===== src/rtl/tile_chk_pkg.sv =====
// tile_chk_pkg: FSM states and MISR constants shared by the tile stimulus checker.
package tile_chk_pkg;
  typedef enum logic [2:0] {IDLE, DRIVE, SETTLE, SAMPLE, DONE} state_t;
  localparam logic [15:0] MISR_POLY = 16'h1021;
  localparam logic [15:0] MISR_SEED = 16'h0000;
endpackage


===== src/rtl/tile_chk_misr.sv =====
// tile_chk_misr: 16-bit MISR (x^16+x^12+x^5+1) with synchronous clear and update enable.
module tile_chk_misr
  import tile_chk_pkg::*;
(
  input  logic        clk,
  input  logic        rst,
  input  logic        en,
  input  logic        clr,
  input  logic [15:0] data,
  output logic [15:0] sig
);
  always_ff @(posedge clk)
    if (rst || clr) sig <= MISR_SEED;
    else if (en) sig <= {sig[14:0], 1'b0} ^ (sig[15] ? MISR_POLY : 16'h0000) ^ data;
endmodule


===== config.mk =====
export PLATFORM = sky130hd
export DESIGN_NAME = tile_chk_misr
export DESIGN_NICKNAME = d
export VERILOG_FILES = /design/src/rtl/tile_chk_pkg.sv /design/src/rtl/tile_chk_misr.sv
export SDC_FILE = /design/constraint.sdc
export NUM_CORES = 1
export LEC_CHECK = 0
export CAP_MARGIN = 20
export CELL_PAD_IN_SITES_DETAIL_PLACEMENT = 2
export CELL_PAD_IN_SITES_GLOBAL_PLACEMENT = 2
export CORE_AREA = 4 4 65 67
export DETAILED_ROUTE_END_ITERATION = 6
export DIE_AREA = 0 0 69 71
export GPL_TIMING_DRIVEN = 1
export PLACE_DENSITY = 0.78
export SKIP_CTS_REPAIR_TIMING = 1
export SYNTH_ARGS = -nofsm -noshare
export SYNTH_HDL_FRONTEND = slang
export SYNTH_SLANG_ARGS = --single-unit

===== constraint.sdc =====
create_clock -name clk -period 1.1 [get_ports clk]
set_input_delay 0.22 -clock clk [delete_from_list [all_inputs] [get_ports clk]]
set_output_delay 0.22 -clock clk [all_outputs]
set_load 0.02 [all_outputs]

==> results <==
-- layer usage --
layer  wire length, µm  share of wire, %
met5                 0                 0
met4                 8              0.37
met3                83               3.9
met2              1210                56
met1               857                40
-- area by class of cell --
cell class	instances	area [µm²]
Timing Repair Buffer	53	534
Clock buffer	4	55.1
Tap cell	48	60.1
Sequential cell	16	325
Fill cell	412	2250
Multi-Input combinational cell	49	407
-- final timing paths --
check                           startpoint  endpoint  slack [ns]  depth (start not counted)
worst min register to register      sig[5]    sig[5]        0.56                          2
worst max register to register     sig[15]   sig[12]        0.01                          3
worst max-delay path              data[12]   sig[12]       0.002                          4
worst min-delay path                    en   sig[15]        0.44                          3
-- report_power, final --
part	leakage, µW	internal [µW]	switching (µW)
Sequential	0.000132	605	16.2
Combinational	0.000581	214	151
Clock	0.0000288	317	216
-- synth_stat cells --
master    count  area [µm²]
a211oi_1      6        45.0
a211oi_2      8         100
buf_2         3        15.0
buf_4         1        7.51
buf_6         1        11.3
dfxtp_1      16         320
mux2i_1       2        20.0
nor2_1       16        60.1
or2_1         1        6.26
xnor2_1      14         123
xor3_1        2        47.6
-- cells by family (layout without fill, tap and decap cells) --
logic type                Yosys count  count (layout)  share of synthesized area (%)
muxes                               2               2                           2.65
buffers and inverters               5              57                           4.47
xor gates and xnor gates           16              16                           22.5
DFF                                16              16                           42.4
AOI/OAI and AO/OA                  14              14                           19.2
and+or+nand+nor                    17              17                           8.78
-- worst register-to-register path, delay by kind of cell (launching register included) --
kind | cells | cell delay, ns
flops | 1 | 0.38
xor+xnor | 1 | 0.41
simple gates | 1 | 0.05
mux | 1 | 0.15
-- metrics by stage --
step           hold WS (ns)  TNS [ns]  worst slack, ns  power, µW
3_3_place_gp          0.530     -3.38           -0.201       1000
6_report              0.437         0          0.00220       1520
2_1_floorplan         0.413         0           0.0144        813
4_1_cts               0.571     -5.45           -0.408       1560
5_1_grt               0.457   -0.0955          -0.0481       1610
3_5_place_dp          0.560     -4.18           -0.250       1010
==> out/metrics.cfg <==
[placed_design]
dp_hpwl_um=1730
place_area_um2=1300
portBuffers=35
gp_congestion=0.658
placedCellCount=166

[clock_tree]
clk_pin_slew_worst_paths_ns=0.07
clk_latency_ns=0.25
cts.sinks=16
ctsLongestPathBuffers=2
htreeDepth=1
tritoncts=done
cts_root_buf=clkbuf_8
numCtsBuffers=3

[critical_path]
cp.arrival_ns=1.24
path_class=in2reg
worst_path_largest_cell_delay_ns=0.50
worstSetupStartpointType=input port
path_buf_inv=1
path_max_fanout=1
crit_slowest_cell=clkdlybuf4s50_1
worstSetupEndpointType=flip-flop
critical-path-top-delay-family=buffers and inverters
worstPathCellList=clkdlybuf4s50_1 -> xor3_1 -> mux2i_1 -> nor2_1
crit_required_ns=1.24

[timing]
slew_violations=0
period_share_pct=99.8
setup_violations=0
hold_violations=0
skew_ns=0.000555
max_freq_ghz=0.911
max_slew.worst_pin.slew_ns=0.241
slew_headroom_pct=83.9
rsz0062_at_grt=yes
fin_crit_ns=1.10

[synth]
ys_seq_elements=16
syn_area_per_cell_um2=10.8
synth_area_um2=756
syn_nets=90
yosysSeqAreaShare_pct=42.4
synth_cell_types=11
syn_inst=70
ys_warn_count=0

[route]
drc=0
vias_per_cell=4.08
wl_per_cell_um=12.7
drt_iter0_drc=9
drt_wl_total_um=2160
vias=694
drtAntennaViolNets=0
drtPass1Iterations=2

[global_routing]
grt_overflow=0
gr-max-usage-layer=met2
grt_max_degree=20
grt_use_met2_pct=17.8
gr-usage-all-layers_pct=9.16
antenna_found_initial=0
grt_pass1_vias=767
grt_pass1_wl_um=3670
gr-usage-met1_pct=9.69
grt_use_met3_pct=2.27

[run_status]
status=finished clean

[finish]
final_cell_mix=18 x clkdlybuf4s50_1, 16 x nor2_1, 15 x buf_4
largest_reg_flops=16
stdcell_area_um2=1380
fin_util_pct=38.0
fin_cells=170
reg.largest.list=sig: 16 flops
antenna_cells=0
area_growth_pct=82.8
final_nets=143
drive_above_1_share_pct=29.5
regMostFlops=sig
final_common_cell=clkdlybuf4s50_1

[die]
die-area_um2=4900
ios=36
die_w_um=69
die_h_um=71
rows=22
initial_core_util_pct=20.8
core_region_area_um2=3630

[power]
power_density_nw_per_um2=1100
peakVddDrop_mv=0.418
leakagePower_uw=0.000742

[worst_hold_path]
hp-class=in2reg

[job]
cap_violations=0

Note: power is estimated with default switching activity, not from simulation.
==> RTL edit (same flow settings) <==
Register the inputs `en`, `clr` and `data` before use. The logic sees them one clock later.
--- a/src/rtl/tile_chk_misr.sv
+++ b/src/rtl/tile_chk_misr.sv
@@ -9,8 +9,19 @@
   input  logic [15:0] data,
   output logic [15:0] sig
 );
+
+  logic en_q;
+  logic clr_q;
+  logic [15:0] data_q;
+
+  always_ff @(posedge clk) begin
+      en_q   <= en;
+      clr_q  <= clr;
+      data_q <= data;
+  end
+
   always_ff @(posedge clk)
-    if (rst || clr) sig <= MISR_SEED;
-    else if (en) sig <= {sig[14:0], 1'b0} ^ (sig[15] ? MISR_POLY : 16'h0000) ^ data;
+    if (rst || clr_q) sig <= MISR_SEED;
+    else if (en_q) sig <= {sig[14:0], 1'b0} ^ (sig[15] ? MISR_POLY : 16'h0000) ^ data_q;
 endmodule
 
Function: changed (a bounded check fails within 4 cycles, from zero or initial values).
==> RTL edit against the original RTL <==
  * The flow now finishes with violations (negative setup slack)
  * Sequential cell count increased by 18
  * Largest power group is now clock
  * Total power grew 100%
  * Area after synthesis up 48%
  * Cell count rose by 14%
  * Worst setup slack got worse by 0.038 ns
  * Final area rose by 25%
  * Global-route usage rose by 4.4 points
  * First-iteration DRC count grew to 5.3 times the old value
  * Wire length rose by 38%
==> RTL edit: results (changes against the original RTL) <==
worst_setup_path:
  cp_max_fo: 5  # was 1
  critPathArrivalTime_ns: 1.32  # was 1.24 ns
route:
  drtIter0Drc: 48  # was 9
  wl_met3_um: 164  # was 83 um
  met1_length_um: 1170  # was 857 um
  drt_pre_antenna_iters: 3  # was 2
  wl_per_cell_um: 15.4  # was 12.7 um
  wl_met2_um: 1600  # was 1210 um
yosys:
  synth_common_cells: "34 x dfxtp_1, 16 x nor2_1, 14 x xnor2_1, 8 x a211oi_2, 6 x a211oi_1"  # was 16 x dfxtp_1, 16 x nor2_1, 14 x xnor2_1, 8 x a211oi_2, 6 x a211oi_1
  ys_types: 11  # unchanged
  syn_nets: 108  # was 90
  ys_seq_area_share_pct: 61.0  # was 42.4%
  postSynthCellCount: 88  # was 70
  synth_area_leaders: "dfxtp_1 61%, xnor2_1 11%, a211oi_2 9.0%, nor2_1 5.4%, xor3_1 4.3%"  # was dfxtp_1 42%, xnor2_1 16%, a211oi_2 13%, nor2_1 7.9%, xor3_1 6.3%
finish:
  fin_nets: 164  # was 143
  instances_no_fill: 193  # was 170
  largest_registers: "data_q x16, sig x16"  # was sig x16
  drive_above_1_share_pct: 35.9  # was 29.5%
clock_network:
  insertion_delay_ns: 0.29  # was 0.25 ns
  htreeDepth: 2  # was 1
  numCtsBuffers: 5  # was 3
timing:
  fin_ws_ns: -0.0361  # was 0.00220 ns
  tightest_slew_ns: 0.246  # was 0.241 ns
  finClkSkew_ns: 0.00662  # was 0.000555 ns
  setup_violations: 1  # was 0
worst_hold_path:
  whs_path_depth: 1  # was 3
power:
  ir_worst_vdd_v: 0.000609  # was 0.000418 V
  p_leak_uw: 0.000737  # was 0.000742 uW
grt:
  grt_pass1_vias: 1002  # was 767
  use_met1_pct: 13.7  # was 9.69%
  grt_use_total_pct: 13.6  # was 9.16%
  grt_pass1_wl_um: 5020  # was 3670 um
  grt_max_degree: 31  # was 20
  use_met2_pct: 24.8  # was 17.8%
  grt.met3_usage_pct: 5.68  # was 2.27%
outcome:
  run_status: "complete, but fails checks"  # was finished clean
  failed_checks: "negative setup slack"
placed_design:
  gp_congestion: 0.669  # was 0.658
  dp_cells: 184  # was 166
RTL edit: cell types whose count changed after synthesis, sizes merged:
cell   delta
dfxtp    +18
RTL edit: kinds of logic after synthesis:
group	Yosys count	synth area share [%]
multiplexers	2	1.79
flip-flops	34	61.0
XOR/XNOR	16	15.2
AO/OA/AOI/OAI	14	13.0
buffers and inverters	5	3.03
AND/OR/NAND/NOR	17	5.94
RTL edit: final timing paths:
| path | start | end | slack (ns) |
|---|---|---|---|
| max | sig[15]$_SDFFE_PP0P_ | sig[12]$_SDFFE_PP0P_ | -0.04 |
| min reg2reg | data_q[0]$_DFF_P_ | sig[0]$_SDFFE_PP0P_ | 0.54 |
| max reg2reg | sig[15]$_SDFFE_PP0P_ | sig[12]$_SDFFE_PP0P_ | -0.04 |
| min | data[8] | data_q[8]$_DFF_P_ | 0.37 |
RTL edit: where the power goes:
group | internal (uW) | total (uW) | switching (uW)
clock | 966 | 1420 | 451
sequential | 1290 | 1330 | 34.4
combinational | 194 | 348 | 154
RTL edit: cell type report:
class	instances	area [sq um]
clock buffer	6	82.6
clock inverter	2	60.1
fill	402	1910
multi-input combinational	49	402
sequential	34	686
tap	48	60.1
timing repair buffer	54	433
RTL edit: stage by stage:
| stage | power [uW] | worst slack, ns | setup TNS, ns | instance area [sq um] |
|---|---|---|---|---|
| floorplan | 1530 | 0.0144 | 0 | 1120 |
| global placement | 1710 | -0.162 | -2.84 | 1640 |
| detailed placement | 1720 | -0.243 | -3.66 | 1640 |
| CTS | 3170 | -0.418 | -6.25 | 1790 |
| global route | 3230 | -0.101 | -0.182 | 1720 |
| finish | 3090 | -0.0361 | -0.0361 | 1720 |
RTL edit: critical path, stage by stage (launching register included):
cell	delay (ns)
dfxtp_4	0.37
xor3_1	0.40
mux2i_1	0.17
nor2_1	0.08
